`src/rtl/nv_nvdla_sdp_core_gather_pkg.sv`:
```
// Shared SDP gather definitions: counter width and the legal beat-ratio check.
package nv_nvdla_sdp_core_gather_pkg;

  localparam int unsigned SDP_GATHER_CNT_W = 4;

  function automatic logic sdp_ratio_legal(input int r);
    return (r == 1) || (r == 2) || (r == 4) || (r == 8) || (r == 16);
  endfunction

endpackage

```
`src/rtl/nv_nvdla_sdp_gather_oreg.sv`:
```
// One-entry valid/ready output register: load on transfer, hold under stall, drain on accept.
module nv_nvdla_sdp_gather_oreg #(
  parameter int unsigned W = 8
) (
  input  logic         clk,
  input  logic         rst,
  input  logic         load,
  input  logic [W-1:0] in_data,
  input  logic         out_prdy,
  output logic         out_pvld,
  output logic [W-1:0] out_data
);

  logic         vld_q;
  logic         vld_d;
  logic [W-1:0] data_q;
  logic [W-1:0] data_d;

  always_comb begin
    vld_d  = vld_q;
    data_d = data_q;
    if (load) begin
      vld_d  = 1'b1;
      data_d = in_data;
    end else if (vld_q && out_prdy) begin
      vld_d  = 1'b0;
    end
  end

  always_ff @(posedge clk) begin
    if (rst) begin
      vld_q  <= 1'b0;
      data_q <= '0;
    end else begin
      vld_q  <= vld_d;
      data_q <= data_d;
    end
  end

  assign out_pvld = vld_q;
  assign out_data = data_q;

endmodule

```
`src/rtl/nv_nvdla_sdp_core_gather.sv`:
```
// Narrow-to-wide beat gatherer: packs RATIO IW-bit beats (beat 0 in the LSBs) into one OW-bit word.
module nv_nvdla_sdp_core_gather
  import nv_nvdla_sdp_core_gather_pkg::*;
#(
  parameter int unsigned IW    = 128,
  parameter int unsigned OW    = 512,
  parameter int unsigned RATIO = OW / IW
) (
  input  logic              nvdla_core_clk,
  input  logic              nvdla_core_rst,
  input  logic              inp_pvld,
  output logic              inp_prdy,
  input  logic [IW-1:0]     inp_data,
  input  logic              inp_last,
  output logic              out_pvld,
  input  logic              out_prdy,
  output logic [OW-1:0]     out_data,
  output logic [RATIO-1:0]  out_mask
);

  localparam int unsigned       CW       = SDP_GATHER_CNT_W;
  localparam logic [CW-1:0]     LAST_SEG = CW'(RATIO - 1);

  if (!sdp_ratio_legal(int'(RATIO))) begin : g_ratio_chk
    $error("nv_nvdla_sdp_core_gather: RATIO must be 1, 2, 4, 8 or 16");
  end

  logic [OW-1:0]       acc_q;
  logic [OW-1:0]       acc_d;
  logic [RATIO-1:0]    acc_mask_q;
  logic [RATIO-1:0]    acc_mask_d;
  logic [CW-1:0]       cnt_q;
  logic [CW-1:0]       cnt_d;
  logic                acc_full_q;
  logic                acc_full_d;

  logic                inp_acc;
  logic                word_done;
  logic                xfer;
  logic [OW+RATIO-1:0] oreg_data;

  // A full accumulator can still take a beat when it empties into the output register this cycle.
  assign inp_prdy  = !nvdla_core_rst & (!acc_full_q | !out_pvld | out_prdy);
  assign inp_acc   = inp_pvld & inp_prdy;
  assign xfer      = acc_full_q & (!out_pvld | out_prdy);
  assign word_done = inp_acc & ((cnt_q == LAST_SEG) | inp_last);

  always_comb begin
    cnt_d      = cnt_q;
    acc_full_d = acc_full_q;
    if (xfer) begin
      acc_full_d = 1'b0;
    end
    if (word_done) begin
      acc_full_d = 1'b1;
      cnt_d      = '0;
    end else if (inp_acc) begin
      cnt_d      = cnt_q + CW'(1);
    end
  end

  // Segment 0 of a new word clears the remaining segments so short words come out zero-filled.
  for (genvar k = 0; k < int'(RATIO); k++) begin : g_seg
    logic          seg_wr;
    logic          seg_clr;
    logic [IW-1:0] seg_d;
    logic          mask_d;

    assign seg_wr  = inp_acc & (cnt_q == CW'(k));
    assign seg_clr = inp_acc & (cnt_q == '0) & (k != 0);

    always_comb begin
      seg_d  = acc_q[k*IW +: IW];
      mask_d = acc_mask_q[k];
      if (seg_wr) begin
        seg_d  = inp_data;
        mask_d = 1'b1;
      end else if (seg_clr) begin
        seg_d  = '0;
        mask_d = 1'b0;
      end
    end

    assign acc_d[k*IW +: IW] = seg_d;
    assign acc_mask_d[k]     = mask_d;
  end

  always_ff @(posedge nvdla_core_clk) begin
    if (nvdla_core_rst) begin
      acc_q      <= '0;
      acc_mask_q <= '0;
      cnt_q      <= '0;
      acc_full_q <= 1'b0;
    end else begin
      acc_q      <= acc_d;
      acc_mask_q <= acc_mask_d;
      cnt_q      <= cnt_d;
      acc_full_q <= acc_full_d;
    end
  end

  nv_nvdla_sdp_gather_oreg #(
    .W (OW + RATIO)
  ) u_oreg (
    .clk      (nvdla_core_clk),
    .rst      (nvdla_core_rst),
    .load     (xfer),
    .in_data  ({acc_mask_q, acc_q}),
    .out_prdy (out_prdy),
    .out_pvld (out_pvld),
    .out_data (oreg_data)
  );

  assign out_data = oreg_data[OW-1:0];
  assign out_mask = oreg_data[OW +: RATIO];

endmodule

```
`config.mk`:
```
export PLATFORM = sky130hd
export DESIGN_NAME = nv_nvdla_sdp_core_gather
export DESIGN_NICKNAME = d
export VERILOG_FILES = /design/src/rtl/nv_nvdla_sdp_core_gather_pkg.sv /design/src/rtl/nv_nvdla_sdp_gather_oreg.sv /design/src/rtl/nv_nvdla_sdp_core_gather.sv
export SDC_FILE = /design/constraint.sdc
export NUM_CORES = 2
export LEC_CHECK = 0
export CORE_MARGIN = 2
export CORE_UTILIZATION = 48
export DETAILED_ROUTE_END_ITERATION = 7
export GPL_TIMING_DRIVEN = 0
export PLACE_DENSITY = 0.76
export SYNTH_ARGS = -nofsm -noshare
export SYNTH_HDL_FRONTEND = slang
export SYNTH_SLANG_ARGS = --single-unit
export TNS_END_PERCENT = 10
```
`constraint.sdc`:
```
create_clock -name nvdla_core_clk -period 1.8 [get_ports nvdla_core_clk]
set_input_delay 0.36 -clock nvdla_core_clk [delete_from_list [all_inputs] [get_ports nvdla_core_clk]]
set_output_delay 0.36 -clock nvdla_core_clk [all_outputs]
set_load 0.02 [all_outputs]
```
# Yosys cells after proc, flatten, opt, wreduce, memory -nomap -nowiden
# Index checks and enable logic that the tools add are counted.
# Widths: inputs -> output; s select.
[classes] muxes=12 addsub=1 reduce_logical=11 n_eq_ne=3 n_bitwise=12
[ops] operator="$mux 128" n=4
[ops] operator="$reduce_bool 2->1" n=5
[ops] operator="$and 1x1->1" n=8
[ops] operator="$eq 4x2->1 const B" n=2
[ops] operator="$mux 1" n=8
[ops] operator="$add 4x1->4 const B" n=1
[ops] operator="$eq 4x1->1 const B" n=1
[ops] operator="$logic_not 4->1" n=1
[ops] operator="$or 1x1->1" n=4
[ops] operator="$logic_not 1->1" n=3
[ops] operator="$reduce_or 2->1" n=1
[ops] operator="$logic_and 1x1->1" n=1
[word_totals] word_cells=51 regBits=1038 input_bits=133

# Logic depth before layout (Yosys ltp)
[logic_depth] depth_word=8 depth_mapped=8

# Cells and area by module
# Synthesis repeated with hierarchy kept, for this count alone.
[unflattened] hier_cells=3134 hier_area_um2=36202.2
[modules_own_cells] module="nv_nvdla_sdp_gather_oreg" instances=1 cells_per_inst=1668 seq_area_each_um2=10349.9 area_each_um2=18176.2
[modules_own_cells] module="nv_nvdla_sdp_core_gather" instances=1 cells_per_inst=1466 seq_area_each_um2=10430.0 area_each_um2=18026.0

# Worst setup path before layout
# OpenSTA, ideal clock, no wires.
[synth_path] path_kind="input -> output" from="in nvdla_core_rst" to="out inp_prdy" t_arrival_ns=1.477 path_buffers=4 slack_ns=-0.037 cell_stages=5 cell_sequence="buf_2 -> clkbuf_1 -> clkbuf_1 -> clkbuf_1 -> nor2_1"
[synth_via] elab_chain_cells=2
[synth_rtl] item="start: declaration" line_no="nv_nvdla_sdp_core_gather.sv:10" text="input logic nvdla_core_rst,"
[synth_rtl] item="$logic_not 1->1" line_no="nv_nvdla_sdp_core_gather.sv:43" text="assign inp_prdy = !nvdla_core_rst & (!acc_full_q | !out_pvld | out_prdy);"
[synth_rtl] item="$and 1x1->1" line_no="nv_nvdla_sdp_core_gather.sv:43"
[synth_rtl] item="end: declaration" line_no="nv_nvdla_sdp_core_gather.sv:12" text="output logic inp_prdy,"
# No other way between the ends.

# Worst setup path after layout
[layout_path] from="reg u_oreg.vld_q (netlist: u_oreg.out_pvld)" to="out inp_prdy"
[layout_via] elab_chain_cells=4
[layout_rtl] item="start: declaration" line_no="nv_nvdla_sdp_gather_oreg.sv:14" text="logic vld_q;"
[layout_rtl] item="start signal: assignment" line_no="nv_nvdla_sdp_gather_oreg.sv:35" text="vld_q <= vld_d;"
[layout_rtl] item="$logic_not 1->1" line_no="nv_nvdla_sdp_core_gather.sv:43"
[layout_rtl] item="$or 1x1->1 (2 in series)" line_no="nv_nvdla_sdp_core_gather.sv:43"
[layout_rtl] item="$and 1x1->1" line_no="nv_nvdla_sdp_core_gather.sv:43"
# No other way between the ends.

==> impl_metrics.yaml <==
hold_path:
  hold_class: "input pin to register"
clock_tree:
  cts_buffers: 103
  clock_latency_ns: 0.67
  h-tree-depth: 3
  cts_tree: "built"
  cts_hold_buf: 0
  path_clk_slew_ns: 0.06
  cts_buffer_depth: 3
  cts_sinks: 1038
  root_buffer: "clkbuf_16"
worst_setup_path:
  crit_type: "register to primary output"
  start_kind: "register"
  cp.required_ns: 1.44
  cp_max_fo: 5
  cp.arrival_ns: 1.75
  endpoint_kind: "primary output"
  r2r_slack_ns: -0.26
synth:
  synth_warnings: 0
  ys_seq_area_frac: 0.554
  syn_avg_cell_area_um2: 9.32
  syn_area_um2: 37500
  synth-seq-cells: 1038
  synth_nets: 4164
  synthCells: 4027
  synth_cell_types: 28
finish:
  layout-drive-gt1-share: 0.118
  final_common_cell: "dfxtp_1"
  nets: 4933
  syn2layout_area_growth_pct: 35.4
  mostFrequentLayoutCells: "dfxtp_1, a21oi_1, clkdlybuf4s50_1, o21ai_0, nand3_1"
timing:
  rsz0062_at_grt: "yes"
  fmax_mhz: 475
  fin_crit_ns: 2.11
  whs_ns: 0.298
  timing.final.max_slew_violations: 0
  report.final.hold_viol_count: 0
  fin_crit_sh: 1.17
  slew_headroom: 0.326
  fin_ws_ns: -0.305
  tightest_slew_ns: 1.01
  clock_skew_ns: 0.0176
  setup_viol: 1205
power_and_ir_drop:
  peakVddDrop_v: 0.000833
  p_sw_mw: 11.6
  clockPowerShare: 0.455
  power_density_nw_per_um2: 957
  p_int_mw: 37.0
  p_leak_nw: 18.1
  seq_power_share: 0.480
  combPwrFrac: 0.065
  switching_share: 0.239
place:
  dp_hpwl_um: 105000
  pre_cts_ws_ns: -1.47
  globalplace.congestion: 0.935
  portBuffers: 649
drt:
  post_drt_wl_per_cell_um: 25.2
  first_pass_iters: 6
  num_vias: 36514
  via_per_inst: 6.16
  ant_nets: 0
  drc: 0
  drt_iter0_markers: 3694
  drt_wl_total_um: 149000
grt:
  grt_start_max_net_pins: 20
  met2_usage: 0.549
  grtUsageTotal: 0.349
  grt_pass1_wl_um: 216000
  grt_pass1_vias: 34575
  grt_util_met3: 0.0959
  antenna_found_initial: 12
  grt_busiest_layer: "met2"
  grt.met1_usage: 0.441
  grt-ovfl-total: 0
outcome:
  status: "finished, violations left"
  violations: "negative setup slack"
die:
  initial_utilization: 0.484
  die_width_um: 284
  fp.dieH_um: 284
  core-area_um2: 77500
  pin_count: 651
  fp-row-count: 102
  dieArea_um2: 80400
run:
  drv_cap: 0
## cell type report
cell class	count	area, um2
sequential	1038	20800
timing repair buffer	669	7030
multi-input combinational	2495	15500
antenna	6	15.0
tap	1040	1300
clock inverter	24	309
inverter	3	16.3
fill	6375	26700
clock buffer	163	3180
buffer	486	2700
## critical path, stage by stage (launching register included)
cell     delay [ns]
dfxtp_4        0.40
and3b_2        0.24
buf_12         0.13
buf_12         0.12
nor2_4         0.07
buf_6          0.12
## per-stage QoR
stage / power [mW] / TNS [ns] / util / area [um2] / std cells
after global placement: 26.5 / -1033.27 / 0.585 / 45300 / 5716
after detailed placement: 26.5 / -1016.30 / 0.585 / 45300 / 5716
after CTS: 48.2 / -247.01 / 0.636 / 49300 / 5903
after global routing: 49.8 / -221.39 / 0.656 / 50800 / 5919
final: 48.6 / -155.21 / 0.656 / 50800 / 5924
after floorplan: 25.2 / 0 / - / 37500 / 4027
## power groups by stage
stage          clock, mW  combinational [mW]  sequential, mW
6_report            22.1                3.18            23.3
3_3_place_gp           0                2.70            23.8
4_1_cts             22.1                2.83            23.3
3_5_place_dp           0                2.72            23.8
5_1_grt             23.1                3.34            23.3
2_1_floorplan          0                1.39            23.8
## path summary, 6_finish.rpt
| path | end | cells after the start | from |
|---|---|---|---|
| worst min-delay path | cnt_q[3]$_SDFFE_PP0P_ | 4 | nvdla_core_rst |
| worst min register to register | acc_q[458]$_SDFFE_PP0P_ | 1 | acc_q[458]$_SDFFE_PP0P_ |
| worst max register to register | acc_q[436]$_SDFFE_PP0P_ | 5 | cnt_q[2]$_SDFFE_PP0P_ |
| worst max-delay path | inp_prdy | 5 | u_oreg.out_pvld$_SDFFE_PP0P_ |
## kinds of logic after synthesis
group           after synthesis  synth area share
buf+inv                     494            0.0551
simple gates                797             0.116
flops                      1038             0.554
fa+ha+maj                     4           0.00133
compound gates             1694             0.274
## flip-flops by register name (all words and copies together), names as in the netlist
signal,cells
u_oreg.out_data,516
acc_q,512
acc_mask_q,4
cnt_q,4
acc_full_q,1
u_oreg.out_pvld,1
## layer usage
metal / vias up / part of all wire
li1: 16471 / -
met1: 17690 / 0.39
met2: 1953 / 0.45
met3: 392 / 0.11
met4: 8 / 0.055
met5: - / 0.00037
## what timing repair did
item,in CTS,in global routing
resized for setup,217,451
hold endpoints to repair,0,0
buffers inserted,3,7
setup endpoints to repair,1546,1515
pin swaps,2,50
cloned,1,9
## cells in the mapped netlist (all sizes together)
master	instances	share of area
and3b	1	0.00023
a21oi	651	0.087
or3b	1	0.00023
clkbuf	302	0.030
or4	3	0.00060
nand3	516	0.069
inv	3	0.00030
buf	189	0.025
nand3b	2	0.00040
nand4	128	0.021
a31oi	5	0.00083
and4b	1	0.00027
nor2	3	0.00030
nor2b	2	0.00033
o2bb2ai	384	0.090
dfxtp	1038	0.55
nor3b	2	0.00053
o21ai	518	0.069
ha	4	0.0013
nand2b	130	0.022
or2	3	0.00050
nand4b	5	0.0012
o31ai	133	0.027
a211oi	3	0.00060
Power figures use the tool's default switching activity.
